--- src/rtl/scan_bist_ctrl.sv ---
// Scan BIST sequencer: LFSR-driven scan loads, capture pulses, MISR compaction of
// the unloaded responses, and a final compare against a golden signature.
module scan_bist_ctrl #(
    parameter int                NUM_CHAINS   = 4,
    parameter int                CHAIN_LEN    = 64,
    parameter int                NUM_PATTERNS = 1024,
    parameter int                LFSR_W       = 32,
    parameter logic [LFSR_W-1:0] LFSR_POLY    = 32'h80200003,
    parameter logic [LFSR_W-1:0] LFSR_SEED    = 32'h00000001,
    parameter int                MISR_W       = 32,
    parameter logic [MISR_W-1:0] MISR_POLY    = 32'h04C11DB7,
    parameter logic [MISR_W-1:0] GOLDEN_SIG   = '0
) (
    input  logic                                    CK,
    input  logic                                    RST,
    input  logic                                    start,
    output logic                                    test_se,
    output logic [NUM_CHAINS-1:0]                   scan_in,
    input  logic [NUM_CHAINS-1:0]                   scan_out,
    output logic                                    busy,
    output logic                                    done,
    output logic                                    pass,
    output logic [MISR_W-1:0]                       signature,
    output logic [$clog2(NUM_PATTERNS+1)-1:0]       pattern_cnt
);
    localparam int SCW = $clog2(CHAIN_LEN + 1);
    localparam int PCW = $clog2(NUM_PATTERNS + 1);

    typedef enum logic [2:0] {IDLE, SHIFT, CAPTURE, UNLOAD, DONE} state_t;

    state_t            state, state_nxt;
    logic [LFSR_W-1:0] lfsr, lfsr_src, lfsr_adv;
    logic [MISR_W-1:0] misr, misr_nxt;
    logic [SCW-1:0]    shift_cnt;
    logic              first_load, misr_en, shift_last;

    assign signature  = misr;
    assign shift_last = (shift_cnt == SCW'(CHAIN_LEN - 1));
    // lfsr always holds the value to present on the next shift cycle
    assign lfsr_adv   = {lfsr_src[LFSR_W-2:0], 1'b0} ^ (lfsr_src[LFSR_W-1] ? LFSR_POLY : '0);

    always_ff @(posedge CK) begin
        if (RST) state <= IDLE;
        else     state <= state_nxt;
    end

    always_comb begin
        state_nxt = state;
        misr_en   = 1'b0;
        lfsr_src  = (state == IDLE) ? LFSR_SEED : lfsr;
        unique case (state)
            IDLE:    if (start) state_nxt = SHIFT;
            SHIFT: begin
                misr_en = !first_load;
                if (shift_last) state_nxt = CAPTURE;
            end
            CAPTURE: state_nxt = (pattern_cnt >= PCW'(NUM_PATTERNS - 1)) ? UNLOAD : SHIFT;
            UNLOAD: begin
                misr_en = 1'b1;
                if (shift_last) state_nxt = DONE;
            end
            DONE:    if (!start) state_nxt = IDLE;
            default: state_nxt = IDLE;
        endcase
        misr_nxt = misr;
        if (misr_en)
            misr_nxt = {misr[MISR_W-2:0], 1'b0} ^ (misr[MISR_W-1] ? MISR_POLY : '0)
                       ^ MISR_W'(scan_out);
    end

    always_ff @(posedge CK) begin
        if (RST) begin
            lfsr        <= LFSR_SEED;
            misr        <= '0;
            shift_cnt   <= '0;
            pattern_cnt <= '0;
            first_load  <= 1'b0;
            test_se     <= 1'b0;
            scan_in     <= '0;
            busy        <= 1'b0;
            done        <= 1'b0;
            pass        <= 1'b0;
        end else begin
            busy    <= (state_nxt == SHIFT) || (state_nxt == CAPTURE) || (state_nxt == UNLOAD);
            test_se <= (state_nxt == SHIFT) || (state_nxt == UNLOAD);
            done    <= (state_nxt == DONE);
            scan_in <= (state_nxt == SHIFT) ? lfsr_src[NUM_CHAINS-1:0] : '0;
            if (state_nxt == SHIFT) lfsr <= lfsr_adv;
            misr <= misr_nxt;
            if (state == SHIFT || state == UNLOAD)
                shift_cnt <= shift_last ? '0 : shift_cnt + SCW'(1);
            if (state == SHIFT && shift_last) first_load <= 1'b0;
            if (state == CAPTURE && pattern_cnt != PCW'(NUM_PATTERNS))
                pattern_cnt <= pattern_cnt + PCW'(1);
            if (state == UNLOAD && shift_last) pass <= (misr_nxt == GOLDEN_SIG);
            // first load shifts against unknown core state, so it is not compacted
            if (state == IDLE && start) begin
                misr        <= '0;
                pattern_cnt <= '0;
                shift_cnt   <= '0;
                first_load  <= 1'b1;
                pass        <= 1'b0;
            end
        end
    end
endmodule

--- config.mk ---
export PLATFORM = sky130hd
export DESIGN_NAME = scan_bist_ctrl
export DESIGN_NICKNAME = d
export VERILOG_FILES = /design/src/rtl/scan_bist_ctrl.sv
export SDC_FILE = /design/constraint.sdc
export NUM_CORES = 1
export LEC_CHECK = 0
export CAP_MARGIN = 20
export CORE_MARGIN = 1.5
export CORE_UTILIZATION = 30
export CTS_CLUSTER_DIAMETER = 120
export DETAILED_ROUTE_END_ITERATION = 10
export DONT_BUFFER_PORTS = 1
export SYNTH_ARGS = -nofsm -noshare
export SYNTH_HDL_FRONTEND = slang
export SYNTH_SLANG_ARGS = --single-unit
--- constraint.sdc ---
create_clock -name CK -period 1.64 [get_ports CK]
set_input_delay 0.246 -clock CK [delete_from_list [all_inputs] [get_ports CK]]
set_output_delay 0.246 -clock CK [all_outputs]
set_load 0.02 [all_outputs]
[Yosys cells after proc, flatten, opt, wreduce, memory -nomap -nowiden]
Cells that the tools add are included.
Cells by class
  magnitude comparators: 1
  equal/unequal tests: 10
  multiplexer cells: 14
  $add $sub $neg: 2
  bitwise operators: 4
  reductions and logical operators: 14
Operator list (number)
  32-bit two-way mux: 3
  32-bit zero test: 1
  32-bit by 27-bit XOR with 32-bit output: 1
  32-bit XOR: 1
  32-bit by 4-bit XOR with 32-bit output: 1
  27-bit two-way mux: 1
  3-bit case mux with 5 select lines: 1
  3-bit by 2-bit == test with 1-bit output (second input constant): 4
  3-bit two-way mux: 4
  11-bit by 1-bit adder with 11-bit output (second input constant): 1
  11-bit by 10-bit greater-or-equal comparator with 1-bit output (second input constant): 1
  11-bit != test (second input constant): 1
  7-bit by 1-bit adder with 7-bit output (second input constant): 1
  7-bit by 6-bit == test with 1-bit output (second input constant): 1
  7-bit two-way mux: 1
  3-bit by 1-bit == test with 1-bit output (second input constant): 2
  3-bit == test (second input constant): 2
  1-bit logical AND: 4
  1-bit logical OR: 4
  2-bit OR reduction: 2
  3-bit zero test: 1
  1-bit two-way mux: 2
  2-bit two-way mux: 1
  1-bit case mux with 2 select lines: 1
  other kinds (3): 3
Storage, ports and cells
  flip-flop bits (word level): 94
  output and inout bits: 51

[Depth between registers and ports, before layout]
  depth after elaboration: 6
  mapped depth: 9

[Worst setup path after synthesis]
OpenSTA, ideal clock, no wires.
  path kind: register to register
  from: register pattern_cnt[0]
  to: register lfsr[24]
  period minus slack after synthesis: 1.883 ns
  cell stages (with the launch flop): 8
  setup slack: -0.243 ns
  arrival: 1.812 ns
  path buffers: 1
  data required time: 1.570 ns
  path through: dfxtp_1 > ha_1 > a21oi_1 > o41ai_4 > a221oi_4 > buf_2 > nand3_1 > a21oi_1
Between the ends
  cells in the longest elaborated chain, start to end: 4
RTL lines
  start: declaration: RTL line 24  | output logic [$clog2(NUM_PATTERNS+1)-1:0] pattern_cnt
  start signal: assignment: RTL line 94  | pattern_cnt <= pattern_cnt + PCW'(1);
  11-bit by 10-bit greater-or-equal comparator with 1-bit output: RTL line 57  | CAPTURE: state_nxt = (pattern_cnt >= PCW'(NUM_PATTERNS - 1)) ? UNLOAD : SHIFT;
  2-bit two-way mux: RTL line 57
  3-bit case mux with 5 select lines: RTL line 51  | unique case (state)
  3-bit by 1-bit == test with 1-bit output: RTL line 88  | if (state_nxt == SHIFT) lfsr <= lfsr_adv;
  end signal: assignment: RTL line 88
  end: declaration: RTL line 32  | logic [LFSR_W-1:0] lfsr, lfsr_src, lfsr_adv;
No other way between the ends.
A chain may end at the register's enable or synchronous reset.

[Worst setup path in the final report]
  from: register shift_cnt[1]
  to: register lfsr[31]
Between the ends
  cells in the longest elaborated chain, start to end: 4
  elaborated cells between the ends (all ways): 5
RTL lines
  start: declaration: RTL line 34  | logic [SCW-1:0] shift_cnt;
  start signal: assignment: RTL line 91  | shift_cnt <= shift_last ? '0 : shift_cnt + SCW'(1);
  7-bit by 6-bit == test with 1-bit output (*): RTL line 38  | assign shift_last = (shift_cnt == SCW'(CHAIN_LEN - 1));
  3-bit two-way mux (on tied branches): RTL line 60, 55
  3-bit case mux with 5 select lines (*): RTL line 51
  3-bit by 1-bit == test with 1-bit output (*): RTL line 88
Mark *: on every way between the ends. The rest lies on a longest branch, timed or not.

==> run summary <==
Hold WC Path Type = in2reg
switching fraction of total power = 27.0%
Worst EP required = 1.94 ns
Final Skew = 0.00843 ns
worst reg2reg path endpoint = lfsr[31]
Worst-Margin Slew = 0.414 ns
Reg clk slew, reported paths = 0.07 ns
Buf/Inv on CP = 3
clk buf depth = 2
Slew HR = 72.4%
GRT Overall Usage = 14.2%
post-synth cell types = 48
initial DRC count = 158
Mean Syn Cell Area = 8.36 µm²
Post-Syn Nets = 488
Max-cap violations = 0
final worst slack = -0.129 ns
# rows = 41
Worst R2R Path Depth = 10
Data arrival, critical path = 2.07 ns
Worst Path Max Fanout = 6
placed cells = 689
CTS root buf = clkbuf_16
antenna violations before repair = 0
Tcrit/Tclk final = 108%
post-route insts no fill = 721
count of input and output buffers = 0
Post-Syn Area = 4000 µm²
clk sinks = 94
full die area = 14,000 µm²
WL final = 10,600 µm
share of cells above drive strength 1 = 35.9%
Layout area overhead = 42.9%
Die W = 118 µm
Leakage = 2.06 nW
register area share after synthesis = 47.1%
Hold Path Origin = RST
Setup WS pre-CTS = -0.106 ns
wire per inst = 14.7 µm
worst skew pair latency = 0.36 ns
Psw = 1.39 mW
Crit path max-delay family = buffers and inverters
Max stage delay cell, worst path = dfxtp_2
startpoint class of the critical path = flop
hold path endpoint = lfsr[0]
Hold Slack = 0.0400 ns
ANT nets after route = 0
grt ovf = 0
mean number of vias per cell = 5.14
vias in the first global route = 3,400
CTS Buf Count = 9
Final Critical Period = 1.77 ns
max-slew violation count = 0
Initial Util = 31.2%
Final HPWL DP = 6540 µm
final hold vios = 0
IO Count = 58
drt first pass iters = 4
Worst IR Drop VDD = 0.000697 V
Hold Path Stages = 2
critical path cell sequence = ha_4 -> nand4b_1 -> o211ai_1 -> buf_4 -> a221oi_4 -> buf_12 -> buf_6 -> nand2_2 -> xor2_1 -> nor2_1
post-synthesis register bit count = 94
Cells after Synth = 478
RSZ-0062 raised after global routing = true
Final Power = 5.13 mW
clock share of power = 41.4%
PwrDens = 898 nW/µm²
CP endpoint kind = flop
failing checks = setup timing
Gate power share = 12.7%
CTS H-Tree Depth = 3
fmax = 565 MHz
largest net degree at the start of global routing = 35
global-route wire length before repair = 16,100 µm
Final nets = 554
routability cong. = 0.770
FF-to-FF Start = shift_cnt[1]
Warnings, synthesis = 0
Final setup viols = 32
register share of total power = 46.0%
P_int = 3.74 mW
register-to-register setup slack = -0.13 ns
chip height = 118 µm
routed vias = 3,707
Worst path max stage delay = 0.34 ns
status = finished with violations
Remaining DRCs = 0
CTS tree = built
Setup Crit Path Kind = reg2reg
core area = 12,800 µm²
n_diodes = 0
## layer usage
metal	part of all wire (%)	vias up	global-route usage (%)	wire length (µm)
li1	-	1796	-	-
met1	44	1800	17.2	4630
met2	47	97	21.5	5020
met3	7.1	14	6.52	752
met4	1.9	0	6.33	197
met5	0	-	0	0
## what timing repair did
action                                  CTS  global route
hold buffers                              1             0
endpoints found under the setup margin   34            47
setup buffers                             2             7
endpoints found under the hold margin    33             0
resized for setup                        18            93
pin swaps                                 9            38
gates cloned                              0             6
## registers in the layout, summed over array words and instances (netlist names)
name         flops
shift_cnt        7
lfsr            32
busy             1
pattern_cnt     11
test_se          1
scan_in          4
first_load       1
done             1
state            3
pass             1
signature       32
## kinds of logic after synthesis
kind of cell | Yosys count | synth area share [%]
buffers and inverters | 39 | 4.60
adders and majority gates | 3 | 0.940
and+or+nand+nor | 205 | 24.2
AOI/OAI and AO/OA | 105 | 16.1
xor gates and xnor gates | 31 | 6.80
muxes | 1 | 0.251
DFF | 94 | 47.1
## synth_stat cells, drive strengths merged
cell / number / area, µm²
a2111oi: 1 / 8.76
a211o: 1 / 8.76
a211oi: 13 / 97.6
a21o: 2 / 15.0
a21oi: 69 / 349
a221oi: 1 / 26.3
a311oi: 1 / 8.76
a31oi: 1 / 6.26
and2: 1 / 6.26
and2b: 1 / 7.51
and3: 7 / 43.8
and4: 1 / 8.76
buf: 22 / 120
clkbuf: 10 / 37.5
dfxtp: 94 / 1880
ha: 3 / 37.5
inv: 7 / 26.3
mux2i: 1 / 10.0
nand2: 86 / 328
nand2b: 1 / 6.26
nand3: 34 / 170
nand4: 9 / 62.6
nand4b: 5 / 43.8
nor2: 37 / 139
nor3: 7 / 46.3
nor4: 5 / 31.3
nor4b: 1 / 8.76
o2111ai: 1 / 8.76
o211ai: 1 / 7.51
o21a: 1 / 7.51
o21ai: 8 / 40.0
o21bai: 2 / 15.0
o311ai: 1 / 8.76
o31ai: 1 / 7.51
o41ai: 1 / 27.5
or3: 8 / 50.1
or4: 2 / 15.0
xnor2: 19 / 166
xor2: 12 / 105
## worst register-to-register path: cells and delay by family, from the launching register on
kind	cells	cell delay, ns
buffers and inverters	3	0.43
AOI/OAI and AO/OA	2	0.39
DFF	1	0.34
and+or+nand+nor	3	0.26
adders and majority gates	1	0.15
xor gates and xnor gates	1	0.14
## worst max-delay path by stage
stage,cells past startpoint,endpoint,startpoint
floorplan,7,lfsr[24],pattern_cnt[0]
global placement,7,lfsr[21],shift_cnt[0]
detailed placement,7,lfsr[21],shift_cnt[0]
CTS,8,lfsr[24],shift_cnt[1]
global route,10,lfsr[31],shift_cnt[1]
finish,10,lfsr[31],shift_cnt[1]
## power groups by stage
stage | logic (mW) | registers [mW] | clock network [mW]
floorplan | 0.280 | 2.44 | 0
global placement | 0.447 | 2.40 | 0
detailed placement | 0.455 | 2.40 | 0
CTS | 0.490 | 2.35 | 2.15
global route | 0.699 | 2.36 | 2.27
finish | 0.649 | 2.36 | 2.12
## metrics by stage
stage               cell area [µm²]  util, %  setup TNS, ns
global placement               4710     36.7         -0.817
floorplan                      4070        -              0
CTS                            5110     39.8          -1.20
detailed placement             4710     36.7          -2.00
global route                   5710     44.5          -5.86
finish                         5710     44.5          -2.95
## placed cells by master, fill, tap and decap left out, drive strengths merged, types with 2 or more instances in the layout
| master | netlist | final |
|---|---|---|
| dfxtp | 94 | 94 |
| nand2 | 86 | 86 |
| buf | 22 | 83 |
| a21oi | 69 | 69 |
| nor2 | 37 | 37 |
| nand3 | 34 | 34 |
| xnor2 | 19 | 19 |
| clkbuf | 10 | 15 |
| a211oi | 13 | 13 |
| xor2 | 12 | 12 |
| inv | 7 | 10 |
| nand4 | 9 | 9 |
| or3 | 8 | 8 |
| o21ai | 8 | 8 |
| and3 | 7 | 7 |
| nor3 | 7 | 7 |
| nand4b | 5 | 5 |
| nor4 | 5 | 5 |
| ha | 3 | 3 |
| a21o | 2 | 2 |
| o21bai | 2 | 2 |
| or4 | 2 | 2 |
## final cells by class
cell class	instances	area [µm²]
Timing Repair Buffer	87	848
Inverter	7	28.8
Tap cell	172	215
Clock buffer	11	254
Clock inverter	5	45.0
Fill cell	1218	7110
Multi-Input combinational cell	345	2400
Sequential cell	94	1920
Note: power is estimated with default switching activity, not from simulation.
